## config.mk

```make
export PLATFORM = sky130hd
export DESIGN_NAME = trajectory_history
export DESIGN_NICKNAME = d
export VERILOG_FILES = /design/src/rtl/trajectory_history.sv
export SDC_FILE = /design/constraint.sdc
export NUM_CORES = 1
export LEC_CHECK = 0
export ABC_AREA = 1
export ABC_CLOCK_PERIOD_IN_PS = 9200
export BUFFER_PORTS_ARGS = -buffer_cell sky130_fd_sc_hd__buf_2
export CORE_MARGIN = 3
export CORE_UTILIZATION = 29
export DETAILED_ROUTE_END_ITERATION = 7
export MAX_ROUTING_LAYER = met4
export PLACE_DENSITY = 0.48
export REMOVE_ABC_BUFFERS = 1
export SLEW_MARGIN = 20
export SYNTH_ARGS = -nofsm -noshare
export SYNTH_HDL_FRONTEND = slang
export SYNTH_SLANG_ARGS = --single-unit
```

## constraint.sdc

```tcl
create_clock -name clk_in -period 9.2 [get_ports clk_in]
set_input_delay 1.84 -clock clk_in [delete_from_list [all_inputs] [get_ports clk_in]]
set_output_delay 1.84 -clock clk_in [all_outputs]
set_load 0.005 [all_outputs]
```

## src/rtl/trajectory_history.sv

```systemverilog
// rtl/trajectory_history.sv - ring buffer of recent ball positions rendered as a fading dot trail
//
// Ports:
//   clk_in, rst_n_in        pixel clock, asynchronous active-low reset
//   hcount_in, vcount_in    current raster position
//   data_valid_in           current pixel is in the active area
//   new_frame_in            one-cycle pulse at the start of each frame
//   pos_x_in, pos_y_in      detected ball position, captured at frame start
//   pos_valid_in            detected position is meaningful
//   clear_in                synchronous flush of the history
//   trajectory_pixel_out    trail colour (RGB888) or 0, two cycles after the raster inputs
//   data_valid_out          data_valid_in aligned with trajectory_pixel_out
//   count_out               number of valid stored positions

module trajectory_history #(
    parameter int          DEPTH      = 8,
    parameter int          RADIUS     = 3,
    parameter logic [23:0] BASE_COLOR = 24'hFF0000
) (
    input  logic                       clk_in,
    input  logic                       rst_n_in,
    input  logic [10:0]                hcount_in,
    input  logic [9:0]                 vcount_in,
    input  logic                       data_valid_in,
    input  logic                       new_frame_in,
    input  logic [10:0]                pos_x_in,
    input  logic [9:0]                 pos_y_in,
    input  logic                       pos_valid_in,
    input  logic                       clear_in,
    output logic [23:0]                trajectory_pixel_out,
    output logic                       data_valid_out,
    output logic [$clog2(DEPTH+1)-1:0] count_out
);

    localparam int PTR_W = $clog2(DEPTH);
    localparam int CNT_W = $clog2(DEPTH+1);

    localparam logic signed [11:0] RAD_P = 12'(RADIUS);
    localparam logic signed [11:0] RAD_N = -RAD_P;

    logic [10:0]      entry_x [DEPTH];
    logic [9:0]       entry_y [DEPTH];
    logic [PTR_W-1:0] wr_ptr;
    logic [CNT_W-1:0] count;

    logic capture;
    assign capture = new_frame_in && pos_valid_in && !clear_in;

    // Buffer contents need no reset: liveness is governed by count.
    always_ff @(posedge clk_in) begin
        if (capture) begin
            entry_x[wr_ptr] <= pos_x_in;
            entry_y[wr_ptr] <= pos_y_in;
        end
    end

    always_ff @(posedge clk_in or negedge rst_n_in) begin
        if (!rst_n_in) begin
            wr_ptr <= '0;
            count  <= '0;
        end else if (clear_in) begin
            wr_ptr <= '0;
            count  <= '0;
        end else if (capture) begin
            // DEPTH is a power of two, so the pointer wraps on its own.
            wr_ptr <= wr_ptr + PTR_W'(1);
            if (count != CNT_W'(DEPTH))
                count <= count + CNT_W'(1);
        end
    end

    assign count_out = count;

    // Stage 1: per-slot hit test and age.
    logic [PTR_W-1:0] age_c [DEPTH];
    logic [DEPTH-1:0] hit_c;

    always_comb begin
        for (int i = 0; i < DEPTH; i++) begin
            logic signed [11:0] dx;
            logic signed [11:0] dy;
            logic               live;
            age_c[i] = wr_ptr - PTR_W'(1) - PTR_W'(i);
            live     = CNT_W'(age_c[i]) < count;
            // Zero-extended 12-bit differences keep edge dots clipped instead of wrapping.
            dx       = signed'({1'b0, hcount_in}) - signed'({1'b0, entry_x[i]});
            dy       = signed'({2'b0, vcount_in}) - signed'({2'b0, entry_y[i]});
            hit_c[i] = live && (dx >= RAD_N) && (dx <= RAD_P)
                            && (dy >= RAD_N) && (dy <= RAD_P);
        end
    end

    logic             s1_valid;
    logic [DEPTH-1:0] s1_hit;
    logic [PTR_W-1:0] s1_age [DEPTH];

    always_ff @(posedge clk_in or negedge rst_n_in) begin
        if (!rst_n_in) begin
            s1_valid <= 1'b0;
            s1_hit   <= '0;
            for (int i = 0; i < DEPTH; i++)
                s1_age[i] <= '0;
        end else begin
            s1_valid <= data_valid_in;
            s1_hit   <= hit_c;
            for (int i = 0; i < DEPTH; i++)
                s1_age[i] <= age_c[i];
        end
    end

    // Stage 2: youngest hit wins, colour fades by one bit every two ages.
    logic             any_hit;
    logic [PTR_W-1:0] best_age;
    logic [PTR_W-1:0] shamt;
    logic [23:0]      color;

    always_comb begin
        any_hit  = 1'b0;
        best_age = '0;
        for (int i = 0; i < DEPTH; i++) begin
            if (s1_hit[i] && (!any_hit || s1_age[i] < best_age)) begin
                any_hit  = 1'b1;
                best_age = s1_age[i];
            end
        end
        shamt = best_age >> 1;
        color = {BASE_COLOR[23:16] >> shamt,
                 BASE_COLOR[15:8]  >> shamt,
                 BASE_COLOR[7:0]   >> shamt};
    end

    always_ff @(posedge clk_in or negedge rst_n_in) begin
        if (!rst_n_in) begin
            trajectory_pixel_out <= '0;
            data_valid_out       <= 1'b0;
        end else begin
            trajectory_pixel_out <= (any_hit && s1_valid) ? color : 24'h000000;
            data_valid_out       <= s1_valid;
        end
    end

endmodule

```

==> metrics.csv <==
stage,metric,value,unit
cells_and_area,Post-Layout Inst Area,17030,µm²
die,Die W,233.5,µm
cells_and_area,# nets final,1977,
cts,setup bufs post-CTS,0,
power_and_ir_drop,relative contribution of sequential cells to total power,40.7,%
synthesis,"EDFF count, synth",168,
power_and_ir_drop,leakage power of the design,8.078,nW
power_and_ir_drop,power density of the placed cells,148.9,nW/µm²
synthesis,Synth area leaders,"sky130_fd_sc_hd__edfxtp_1 34%, sky130_fd_sc_hd__ha_1 17%, sky130_fd_sc_hd__inv_1 9.1%",
cells_and_area,flip-flop and latch area,5921,µm²
worst_setup_path,cell type of the slowest stage on the worst timing path,sky130_fd_sc_hd__dfrtp_1,
detailed_routing,DRC violation count after routing,0,
cts,count of cells resized by post-cts repair,0,
worst_setup_path,CP Max Fanout,7,
synthesis,share of the synthesized area in the top cell type,33.62,%
placed_design,post-DP HPWL,27830,µm
sta,Final Hold Fails,0,
outcome,status,finished clean,
cts,clock transition at the register clock pins on the worst setup and hold paths after CTS,0.06,ns
sta,transition time at the pin with the least slew margin,0.8087,ns
power_and_ir_drop,internal power consumption,1.831,mW
synthesis,number of synthesized register bits,203,
grt,vias in the first global route,10561,
worst_setup_path,critical path launch point type,register,
synthesis,portion of the post-synthesis area used by sequential elements,39.46,%
placed_design,port buffer count,60,
grt,initial antenna violation count,2,
placed_design,GPL Wtd Cong,0.8447,
cells_and_area,area of combinational cells with multiple inputs,7631,µm²
cells_and_area,fraction of layout instances using a drive strength above 1,8.357,%
grt,first-pass GRT wire length,58950,µm
sta,Max Clk Rate,140.8,MHz
power_and_ir_drop,NetSw,704.6,µW
worst_setup_path,signal arrival time at the worst endpoint,7.52,ns
power_and_ir_drop,share of total power in the clock network,42.3,%
synthesis,Syn Area/Cell,9.223,µm²
die,floorplan die area,54510,µm²
cts,Clock Latency Late Sink,0.54,ns
worst_setup_path,"Req. time, crit path",9.62,ns
sta,RSZ-0062 raised after global routing,false,
worst_setup_path,library cell appearing most often on the critical path,sky130_fd_sc_hd__nand2_1,
grt,pin count of the biggest net entering global routing,36,
cts,number of clock sinks,203,
cts,hold buffer count at CTS,0,
synthesis,dominant register cell in the synthesized netlist,sky130_fd_sc_hd__edfxtp_1,
worst_setup_path,crit path kind,register to register,
synthesis,synth warn,0,
detailed_routing,aggregate routed wire length,38120,µm
cts,number of levels in the clock H-tree,1,
detailed_routing,number of routed nets with antenna violations,0,
cts,number of buffers inserted during clock tree synthesis,26,
synthesis,Yosys cell types,46,
cells_and_area,area added between synthesis and finish,13.47,%
synthesis,cell taking the most area after synthesis,sky130_fd_sc_hd__edfxtp_1,
die,Row Count,82,
grt,global-route usage over all layers,14.37,%
cts,CTS tree,built,
cts,buffer depth of the longest clock path,3,
cells_and_area,Fill cells,5234,
detailed_routing,router iterations before antenna repair,5,
sta,shortest clock period the worst path allows after layout,7.105,ns
synthesis,Cells after Synth,1627,
sta,relative slew slack,46.09,%
sta,share of the clock period used by the worst path,77.23,%
sta,setup_tns,0,ns
detailed_routing,post-DR wirelength/cell,15.83,µm
detailed_routing,number of vias after detailed routing,10890,
worst_setup_path,crit-path max cell delay,0.43,ns
power_and_ir_drop,worst vdd rail ir drop,0.1299,mV
synthesis,netlist area before placement,15010,µm²
die,starting density of the core,29.61,%
sta,largest clock skew in the final design,0.01258,ns
synthesis,"Async S/R FF share, synth",17.24,%
worst_hold_path,Hold Path Class,register to register,
detailed_routing,number of vias per cell,4.522,
power_and_ir_drop,combinational share of power,16.9,%
placed_design,instance area after placement,16120,µm²
die,ports placed on the boundary,77,
cts,root buffer cell,sky130_fd_sc_hd__clkbuf_16,
worst_setup_path,type of element capturing the critical path,register,
sta,count of final setup violators,0,
grt,grt ovf,0,
detailed_routing,first-iteration detailed-routing DRC count,582,
power_and_ir_drop,sw frac,27.79,%
die,Die Ht,233.5,µm
sta,number of pins exceeding their max-slew limit in the final report,0,
run,number of max-cap violations,0,
die,area of the core,50680,µm²
critical path: cells and delay by family (launching register included):
family          cells  cell delay [ns]
compound gates     11             2.30
buf+inv             2             0.09
flops               1             0.43
fa+ha+maj           7             2.08
simple gates       28             2.08
flip-flops by register name (all words and copies together), names as in the netlist:
name,count
count_out,4
s1_hit,8
s1_age,14
data_valid_out,1
wr_ptr,3
s1_valid,1
entry_x,88
trajectory_pixel_out,4
entry_y,80
layout by cell type (no fill, tap or decap), types with 35 or more instances in the layout:
cell type and instances:
sky130_fd_sc_hd__edfxtp_1 168, sky130_fd_sc_hd__buf_2 60, sky130_fd_sc_hd__dfrtp_1 35, sky130_fd_sc_hd__ha_1 198, sky130_fd_sc_hd__o21bai_1 50, sky130_fd_sc_hd__nand2_1 155
sky130_fd_sc_hd__inv_1 363, sky130_fd_sc_hd__xor2_1 97, sky130_fd_sc_hd__o21ai_0 53, sky130_fd_sc_hd__nand3_1 57, sky130_fd_sc_hd__nor2_1 65, sky130_fd_sc_hd__a21oi_1 155
sky130_fd_sc_hd__xnor2_1 41
per-layer routing:
metal	share of wire (%)	vias up	GRT usage, %
met2	48	163	24.55
li1	-	5597	-
met5	0	-	-
met3	3.6	54	1.573
met4	2.0	0	3.386
met1	46	5076	18.33
area by class of cell:
type | count | share of cell area [%]
flip-flops and latches | 203 | 34.77
clock inverters | 14 | 0.8671
repair buffers | 67 | 2.072
diodes | 1 | 0.01470
well taps | 672 | 4.938
multi-input cells | 1050 | 44.82
inverters | 367 | 8.090
clock buffers | 34 | 4.431
power by group through the flow:
stage | Clock [mW] | Sequential [mW] | Combinational, mW
after global routing | 1.14 | 1.03 | 0.497
after CTS | 1.11 | 1.03 | 0.435
final | 1.07 | 1.03 | 0.429
after floorplan | 0 | 1.04 | 0.295
after detailed placement | 0 | 1.05 | 0.432
after global placement | 0 | 1.05 | 0.428
final timing paths:
check	cells past startpoint	to	startpoint	slack (ns)
worst max-delay path	48	trajectory_pixel_out[21]	s1_hit[0]	2.10
worst min-delay path	0	data_valid_out	s1_valid	0.38
worst max register to register	48	trajectory_pixel_out[21]	s1_hit[0]	2.10
worst min register to register	0	data_valid_out	s1_valid	0.38
max in group asynchronous	1	s1_age[8]	rst_n_in	7.28
min in group asynchronous	1	s1_hit[5]	rst_n_in	1.39
cells by family (layout without fill, tap and decap cells):
| logic type | after synthesis | after routing | share of synthesized area, % |
|---|---|---|---|
| AND/OR/NAND/NOR | 379 | 379 | 11.69 |
| other | 1 | 17 | 0.02499 |
| buffers and inverters | 389 | 482 | 10.23 |
| flip-flops | 203 | 203 | 39.46 |
| adder cells (fa/ha/maj) | 214 | 214 | 18.64 |
| AO/OA/AOI/OAI | 303 | 303 | 11.90 |
| XOR/XNOR | 138 | 138 | 8.055 |
Yosys cell counts (all sizes together) (3+ instances only):
master   number
or2           5
edfxtp      168
o41ai         3
ha          198
and3          4
nand3b        4
xnor2        41
nand2       172
dfrtp        35
xor2         97
nand3        58
a21oi       155
nor4         20
nor3         11
o2111ai       5
nor3b         3
fa           16
inv         366
o21bai       50
o21ai        54
and2          8
a211oi        5
o211ai        4
a41o          5
nor2         73
nand4        20
buf          20
a21o         11
metrics by stage:
stage,instances,hold WS [ns],total power [mW],setup slack (ns),utilization (%)
floorplan,1620,0.3478,1.339,2.953,-
global placement,2359,0.3718,1.479,2.342,31.80
detailed placement,2359,0.3660,1.484,2.143,31.81
CTS,2407,0.3876,2.576,2.106,33.59
global route,2408,0.4040,2.673,1.301,33.60
finish,2408,0.3829,2.536,2.095,33.60
Power figures use the tool's default switching activity.
